### src/rtl/wb_dma_pkg.sv
// Shared state encodings and bus constants for the Wishbone word-copy DMA master.
`timescale 1ns/1ps
package wb_dma_pkg;

    typedef enum logic [2:0] {
        ST_IDLE = 3'd0,
        ST_RD   = 3'd1,
        ST_WR   = 3'd2,
        ST_GAP  = 3'd3,
        ST_FIN  = 3'd4
    } dma_state_e;

    localparam logic [3:0]  WB_SEL_ALL = 4'hF;
    localparam logic [3:0]  WB_SEL_OFF = 4'h0;
    localparam logic [31:0] WORD_STEP  = 32'd4;

    function automatic logic [31:0] word_align(input logic [31:0] a);
        return {a[31:2], 2'b00};
    endfunction

endpackage

### src/rtl/wb_dma_master.sv
// Wishbone DMA master: copies len 32-bit words from src to dst, one read then one write
// per word, with a one-cycle bus-idle gap after every termination.
`timescale 1ns/1ps
module wb_dma_master
    import wb_dma_pkg::*;
#(
    parameter int LEN_WIDTH = 16
) (
    input  logic                 clk,
    input  logic                 reset_n,
    input  logic                 start,
    input  logic [31:0]          src_adr,
    input  logic [31:0]          dst_adr,
    input  logic [LEN_WIDTH-1:0] len,
    output logic                 busy,
    output logic                 done,
    output logic                 error,
    output logic [31:0]          wb_adr_o,
    output logic [31:0]          wb_dat_o,
    input  logic [31:0]          wb_dat_i,
    output logic [3:0]           wb_sel_o,
    output logic                 wb_we_o,
    output logic                 wb_cyc_o,
    output logic                 wb_stb_o,
    input  logic                 wb_ack_i,
    input  logic                 wb_err_i
);

    localparam logic [LEN_WIDTH-1:0] CNT_ONE = 1;

    dma_state_e           state_q, state_d;
    logic [31:0]          src_q, src_d;
    logic [31:0]          dst_q, dst_d;
    logic [31:0]          hold_q, hold_d;
    logic [LEN_WIDTH-1:0] cnt_q, cnt_d;
    logic                 wr_next_q, wr_next_d;
    logic                 abort_q, abort_d;
    logic                 busy_q, busy_d;
    logic                 done_q, done_d;
    logic                 error_q, error_d;
    logic                 cyc_q, cyc_d;
    logic                 we_q, we_d;
    logic [3:0]           sel_q, sel_d;
    logic [31:0]          adr_q, adr_d;
    logic [31:0]          dat_q, dat_d;

    always_comb begin
        state_d   = state_q;
        src_d     = src_q;
        dst_d     = dst_q;
        hold_d    = hold_q;
        cnt_d     = cnt_q;
        wr_next_d = wr_next_q;
        abort_d   = abort_q;
        busy_d    = busy_q;
        done_d    = 1'b0;
        error_d   = error_q;
        cyc_d     = cyc_q;
        we_d      = we_q;
        sel_d     = sel_q;
        adr_d     = adr_q;
        dat_d     = dat_q;

        case (state_q)
            ST_IDLE: begin
                if (start) begin
                    src_d     = word_align(src_adr);
                    dst_d     = word_align(dst_adr);
                    cnt_d     = len;
                    error_d   = 1'b0;
                    abort_d   = 1'b0;
                    wr_next_d = 1'b0;
                    busy_d    = 1'b1;
                    if (len != '0) begin
                        state_d = ST_RD;
                        cyc_d   = 1'b1;
                        we_d    = 1'b0;
                        sel_d   = WB_SEL_ALL;
                        adr_d   = word_align(src_adr);
                    end else begin
                        state_d = ST_FIN;
                    end
                end
            end
            // Error wins over a simultaneous ack: the copy is abandoned either way.
            ST_RD, ST_WR: begin
                if (wb_err_i) begin
                    state_d = ST_FIN;
                    abort_d = 1'b1;
                    cyc_d   = 1'b0;
                    we_d    = 1'b0;
                    sel_d   = WB_SEL_OFF;
                end else if (wb_ack_i) begin
                    state_d = ST_GAP;
                    cyc_d   = 1'b0;
                    we_d    = 1'b0;
                    sel_d   = WB_SEL_OFF;
                    if (state_q == ST_RD) begin
                        hold_d    = wb_dat_i;
                        wr_next_d = 1'b1;
                    end else begin
                        src_d     = src_q + WORD_STEP;
                        dst_d     = dst_q + WORD_STEP;
                        cnt_d     = cnt_q - CNT_ONE;
                        wr_next_d = 1'b0;
                    end
                end
            end
            ST_GAP: begin
                if (wr_next_q) begin
                    state_d = ST_WR;
                    cyc_d   = 1'b1;
                    we_d    = 1'b1;
                    sel_d   = WB_SEL_ALL;
                    adr_d   = dst_q;
                    dat_d   = hold_q;
                end else if (cnt_q != '0) begin
                    state_d = ST_RD;
                    cyc_d   = 1'b1;
                    we_d    = 1'b0;
                    sel_d   = WB_SEL_ALL;
                    adr_d   = src_q;
                end else begin
                    state_d = ST_FIN;
                end
            end
            ST_FIN: begin
                state_d = ST_IDLE;
                done_d  = 1'b1;
                busy_d  = 1'b0;
                error_d = abort_q;
            end
            default: state_d = ST_IDLE;
        endcase
    end

    always_ff @(posedge clk or negedge reset_n) begin
        if (!reset_n) begin
            state_q   <= ST_IDLE;
            src_q     <= '0;
            dst_q     <= '0;
            hold_q    <= '0;
            cnt_q     <= '0;
            wr_next_q <= 1'b0;
            abort_q   <= 1'b0;
            busy_q    <= 1'b0;
            done_q    <= 1'b0;
            error_q   <= 1'b0;
            cyc_q     <= 1'b0;
            we_q      <= 1'b0;
            sel_q     <= WB_SEL_OFF;
            adr_q     <= '0;
            dat_q     <= '0;
        end else begin
            state_q   <= state_d;
            src_q     <= src_d;
            dst_q     <= dst_d;
            hold_q    <= hold_d;
            cnt_q     <= cnt_d;
            wr_next_q <= wr_next_d;
            abort_q   <= abort_d;
            busy_q    <= busy_d;
            done_q    <= done_d;
            error_q   <= error_d;
            cyc_q     <= cyc_d;
            we_q      <= we_d;
            sel_q     <= sel_d;
            adr_q     <= adr_d;
            dat_q     <= dat_d;
        end
    end

    assign busy     = busy_q;
    assign done     = done_q;
    assign error    = error_q;
    assign wb_adr_o = adr_q;
    assign wb_dat_o = dat_q;
    assign wb_sel_o = sel_q;
    assign wb_we_o  = we_q;
    assign wb_cyc_o = cyc_q;
    assign wb_stb_o = cyc_q;

endmodule

### config.mk
export PLATFORM = sky130hd
export DESIGN_NAME = wb_dma_master
export DESIGN_NICKNAME = d
export VERILOG_FILES = /design/src/rtl/wb_dma_pkg.sv /design/src/rtl/wb_dma_master.sv
export SDC_FILE = /design/constraint.sdc
export NUM_CORES = 1
export LEC_CHECK = 0
export ABC_AREA = 1
export CORE_MARGIN = 2
export CORE_UTILIZATION = 50
export DETAILED_ROUTE_END_ITERATION = 8
export PLACE_DENSITY = 0.73
export SKIP_CTS_REPAIR_TIMING = 1
export SYNTH_ARGS = -nofsm -noshare
export SYNTH_HDL_FRONTEND = slang
export SYNTH_SLANG_ARGS = --single-unit
### constraint.sdc
create_clock -name clk -period 2.4 [get_ports clk]
set_input_delay 0.36 -clock clk [delete_from_list [all_inputs] [get_ports clk]]
set_output_delay 0.36 -clock clk [all_outputs]
set_load 0.01 [all_outputs]
==> flow_summary.toml, run 1 <==
[finish]
area_growth_pct = 25.3
nNetsFinal = 1777
insertedDiodeCount = 0
seq_area_um2 = 4530
fillers = 1873
drive_gt1_share_pct = 7.85
multi_input_area_um2 = 5210
instances_no_fill = 1943

[drt]
wire_per_inst_um = 15.5
drc = 0
dr_total_vias = 10200
dr.first_iter.drc_count = 706
totalWireLength_um = 30200
drtAntennaViolNets = 0
via_per_inst = 5.23
dr.pass1.iters = 5

[timing]
finalSetupViolations = 0
finalCriticalPeriod_ns = 2.03
worst_pin_slew_ns = 0.544
rsz0062_at_grt = "false"
fmax_mhz = 493
relSlewSlack_pct = 63.7
finClkSkew_ns = 0.0159
hold_viol_final = 0
slew_viol_final = 0
final.period_utilization_pct = 84.5
fin_setup_tns_ns = 0

[die]
initial_utilization_pct = 50.8
rows = 53
dieArea_um2 = 22500
die_x_um = 150
core_um2 = 21000
ios = 191
die_y_um = 150

[run_status]
outcome = "complete, no violations"

[hold_path]
hp-class = "input port to asynchronous set/reset pin"

[grt]
overflow = 0
grt_max_degree = 91
grt_pass1_wl_um = 48800
grtUsageTotal_pct = 27.5
antenna_found_initial = 0
first_global_vias = 9710

[setup_path]
rr_worst_depth = 10
cp-end-kind = "flip-flop"
crit_type = "flip-flop to flip-flop"
cp_data_arrival_time_ns = 2.36
worstPathMaxFanout = 5
worstSetupStartpointType = "flip-flop"
r2r_end = "dst_q[28]$_DFFE_PN0P_"
crit-reg2reg-launch = "dst_q[3]$_DFFE_PN0P_"
r2r_slack_ns = 0.37
crit_required_ns = 2.73

[cts]
clk_latency_ns = 0.44
clock-root-buffer = "clkbuf_16"
cts_tree = "built"
numClockSinks = 181
clk_pin_slew_ns = 0.07
clk_path_buf_depth = 2
cts_buffers = 17
htree_levels = 4

[power_and_ir_drop]
total_leakage_power_nw = 6.15
clkPwrFrac_pct = 15.5
power.switching_mw = 8.26
switching_share_pct = 45.9
peakVddDrop_uv = 1060
p_comb_share_pct = 51.7
p_seq_share_pct = 32.8
intPower_mw = 9.74
p_per_area_nw_per_um2 = 1350

[synth]
post_synth.cell_area_avg_um2 = 7.14
synth_top_area_share_pct = 42.5
syn-instance-count = 1492
ys_warn_count = 0
ys_types = 31
synth_area_um2 = 10600
synth_top_area_cell = "dfrtp_1"
synth_seq_area_share_pct = 42.5
synth_area_leaders = "dfrtp_1 43%, nand2_1 18%, nor2_1 7.9%"
ys_ff_latch = 181
syn-num-nets = 1613

[placement]
io_buffer_count = 186
placedCellCount = 1911
finalWeightedCongestion = 0.945
dpl.hpwl_um = 21800

[run]
max_cap_violations = 0
[synthesized netlist by cell type]
master / count
o21ai_2: 1
xnor2_1: 6
buf_6: 9
nand4_1: 4
o21ai_1: 32
buf_4: 11
nor2_4: 2
o211ai_1: 30
buf_1: 2
nand3_2: 3
nand2_1: 515
o21ai_0: 71
nor2_2: 3
or2_2: 2
clkbuf_1: 8
a21oi_1: 6
nand2_2: 3
nand2_4: 1
nor2_1: 223
mux2_2: 58
o22ai_1: 1
nor3_1: 2
a31oi_1: 1
ha_1: 4
dfrtp_1: 181
nand3_1: 130
nor3_2: 1
xor2_1: 4
inv_1: 136
nand3b_1: 5
buf_2: 37
[cell usage in the layout (no fill, tap or decap), drive strengths merged]
cell type and count:
o211ai 30, dlygate4sd3 1, nor3 3, clkinv 6, nand2 519, a21oi 6, nor2 228, inv 143
clkbuf 17, buf 26, xor2 4, nand3 133, mux2 58, a31oi 1, clkdlybuf4s50 185, nand3b 5
dfrtp 181, o21ai 104, or2 2, xnor2 6, clkinvlp 1, o22ai 1, nand4 4, ha 4
[flip-flops by register name (all words and copies together) (netlist names)]
signal,count
done,1
hold_q,32
abort_q,1
cnt_q,16
src_q,30
state_q,3
wb_we_o,1
wb_sel_o,1
wb_adr_o,31
wr_next_q,1
wb_dat_o,32
busy,1
error,1
dst_q,30
[stage by stage]
stage	util [%]	power, mW	hold slack (ns)	setup WS [ns]	cell area [um^2]
finish	63.7	18.0	0.461	0.371	13300
global route	63.7	19.6	0.488	0.187	13300
CTS	63.6	18.0	-0.104	0.396	13300
detailed placement	60.8	15.2	0.363	0.332	12700
global placement	60.8	14.9	0.364	0.416	12700
floorplan	-	12.0	0.0644	0.798	10600
[area by class of cell]
| cell class | instances | share of cell area [%] |
|---|---|---|
| clock buffers | 17 | 3.19 |
| clock inverters | 14 | 1.21 |
| inverters | 136 | 3.83 |
| multi-input cells | 1108 | 39.1 |
| flip-flops and latches | 181 | 33.9 |
| well taps | 275 | 2.58 |
| repair buffers | 212 | 16.2 |
[layer usage]
layer / vias up / track usage, % / wire, um
li1: 5046 / - / -
met1: 4690 / 35.6 / 12800
met2: 364 / 43.7 / 13800
met3: 59 / 7.93 / 2650
met4: 0 / 10.8 / 973
met5: - / 0 / 0
[kinds of logic after synthesis]
kind of cell	after synthesis	share of synthesized area (%)
DFF	181	42.5
and+or+nand+nor	894	34.0
muxes	58	6.13
adders and majority gates	4	0.470
xor gates and xnor gates	10	0.823
AOI/OAI and AO/OA	142	7.44
buffers and inverters	203	8.61
[worst max-delay path: stages (launching register included)]
cell and delay (ns):
dfrtp_1 0.43, ha_1 0.32, nand2_1 0.08, nor2_1 0.28, nand2_1 0.21, nor2_1 0.26, nand2_1 0.09, nand2_1 0.06
nand3_1 0.07, nand2_1 0.08, nand2_1 0.05
[power groups by stage]
stage | combinational, mW | clock (mW) | sequential, mW
floorplan | 6.27 | 0 | 5.75
global placement | 9.04 | 0 | 5.86
detailed placement | 9.25 | 0 | 5.91
CTS | 9.30 | 2.84 | 5.88
global route | 10.5 | 2.97 | 6.12
finish | 9.31 | 2.79 | 5.90
[how the worst max path moves through the flow]
stage                               from                       end  slack (ns)
floorplan           src_q[2]$_DFFE_PN0P_     src_q[16]$_DFFE_PN0P_        0.80
global placement                  len[2]  wb_adr_o[30]$_DFFE_PN0P_        0.42
detailed placement                len[4]  wb_adr_o[16]$_DFFE_PN0P_        0.33
CTS                 dst_q[3]$_DFFE_PN0P_     dst_q[28]$_DFFE_PN0P_        0.40
global route        dst_q[3]$_DFFE_PN0P_     dst_q[28]$_DFFE_PN0P_        0.19
finish              dst_q[3]$_DFFE_PN0P_     dst_q[28]$_DFFE_PN0P_        0.37
Power figures use the tool's default switching activity.
==> run 2, diff against run 1 <==
- clock period: 2.4 -> 1.9 ns (I/O delays scaled with it)
==> run 2 against run 1 <==
  * Final cell count increased by 1.3%
  * Clock skew decreased by 0.0041 ns
  * Critical path depth increased by 1
  * Combinational power increased by 34%
  * Highest routed layer unchanged
  * First-iteration DRC count increased by 35%
  * Register-to-register slack got worse by 0.27 ns
  * Largest power group unchanged
  * Die area unchanged
  * Clock power increased by 29%
  * Global-route usage decreased by 0.22 points
==> flow_summary.toml, run 2 (synthesis gave the netlist of run 1 again) <==
[setup_path]
crit_path_max_incr_delay_ns = 0.43
startpoint = "src_q[3]$_DFFE_PN0P_"
crit-reg2reg-launch = "src_q[3]$_DFFE_PN0P_"
crit_required_ns = 2.23
rr_worst_depth = 11
cp-end-kind = "flip-flop"
worstSetupStartpointType = "flip-flop"
cp_data_arrival_time_ns = 2.13
path_common_cell = "nand2_1"
crit_type = "flip-flop to flip-flop"
crit_chain = "ha_1 -> inv_1 -> nor2_1 -> nand2_1 -> buf_4 -> inv_1 -> nand2_1 -> nand2_1 -> nand3_1 -> nand2_1 -> nand2_1"
r2r_end = "src_q[26]$_DFFE_PN0P_"
worstPathMaxFanout = 5
crit_slowest_cell = "dfrtp_1"
r2r_slack_ns = 0.1

[die]
die_x_um = 150
die_y_um = 150
ios = 191
initial_utilization_pct = 50.8
rows = 53
dieArea_um2 = 22500
core_um2 = 21000

[timing]
finClkSkew_ns = 0.0118
fin_worst_hold_slack_ns = 0.320
final.period_utilization_pct = 94.8
hold_viol_final = 0
slew_viol_final = 0
worst_pin_slew_ns = 0.426
fmax_mhz = 555
finalCriticalPeriod_ns = 1.80
finalSetupViolations = 0
relSlewSlack_pct = 71.5

[placement]
io_buffer_count = 186
finalWeightedCongestion = 0.936
dpl.hpwl_um = 21800
placed_cell_area_um2 = 12900

[finish]
mostFrequentLayoutCell = "nand2_1"
multi_input_area_um2 = 5220
area_growth_pct = 28.2
drive_gt1_share_pct = 9.45
seq_area_um2 = 4530
fin_area_um2 = 13600
insertedDiodeCount = 0
nNetsFinal = 1802
fillers = 1907
final_cell_mix = "515 x nand2_1, 221 x nor2_1, 185 x clkdlybuf4s50_1"

[run_status]
outcome = "complete, no violations"

[drt]
drtAntennaViolNets = 0
via_per_inst = 5.30
drc = 0
dr.first_iter.drc_count = 950
totalWireLength_um = 31200
wire_per_inst_um = 15.8
dr.pass1.iters = 5
dr_total_vias = 10400

[power_and_ir_drop]
peakVddDrop_uv = 937
p_per_area_nw_per_um2 = 1730
total_leakage_power_nw = 6.31
power.total_mw = 23.6

[hold_path]
hp-class = "input port to asynchronous set/reset pin"

[grt]
grt_pass1_wl_um = 48100
grtUsageTotal_pct = 27.3
grt_max_degree = 98
overflow = 0
antenna_found_initial = 0
first_global_vias = 9452
met2_usage_pct = 42.8
grt_util_met1_pct = 36.9
busiest_layer = "met2"
grt_util_met3_pct = 7.41

[cts]
cts_buffers = 17
numClockSinks = 181
clk_latency_ns = 0.44
clock-root-buffer = "clkbuf_16"
clk_pin_slew_ns = 0.08
htree_levels = 4
clk_path_buf_depth = 2
cts_tree = "built"

[run]
max_cap_violations = 0
run 2: cell types whose count changed in the layout (fill, tap and decap cells not counted), moves of 2 or more:
cell,previous run,this run
buf_12,8,10
buf_4,17,36
clkbuf_16,17,19
inv_6,3,1
nor2_1,223,221
run 2: layout make-up:
type / instances / share of cell area (%)
flip-flops and latches: 181 / 33.2
clock inverters: 14 / 1.19
clock buffers: 18 / 3.22
well taps: 275 / 2.52
inverters: 136 / 3.74
repair buffers: 237 / 17.9
multi-input cells: 1108 / 38.3
run 2: worst max-delay path by stage:
stage | cells after the start | slack, ns | to
global placement | 8 | 0.09 | wb_adr_o[10]$_DFFE_PN0P_
finish | 11 | 0.1 | src_q[26]$_DFFE_PN0P_
detailed placement | 9 | 0.04 | wb_adr_o[2]$_DFFE_PN0P_
floorplan | 10 | 0.30 | src_q[16]$_DFFE_PN0P_
CTS | 1 | 0.03 | wb_stb_o
global route | 8 | -0.008 | wb_adr_o[5]$_DFFE_PN0P_
run 2: layer usage:
metal,share of wire [%],routed length [um]
met1,42,13100
met2,46,14200
met3,9.6,3000
met4,2.7,843
met5,0,0
run 2: critical path, delay by kind of cell (launching register included):
family | cells | cell delay, ns
simple gates | 7 | 0.65
flops | 1 | 0.43
buf+inv | 3 | 0.37
fa+ha+maj | 1 | 0.25
run 2: through the flow:
stage	worst slack, ns	utilization, %	TNS [ns]	instances
floorplan	0.298	-	0	1492
global placement	0.0918	61.8	0	1931
detailed placement	0.0435	61.8	0	1931
CTS	0.0250	64.7	0	1963
global route	-0.00751	65.1	-0.0105	1969
finish	0.0985	65.1	0	1969
run 2: report_power, final:
group / switching, mW / leakage (nW) / internal (mW) / total, mW
sequential: 1.67 / 2.24 / 5.74 / 7.41
combinational: 7.31 / 3.78 / 5.23 / 12.5
clock: 1.79 / 0.288 / 1.81 / 3.59
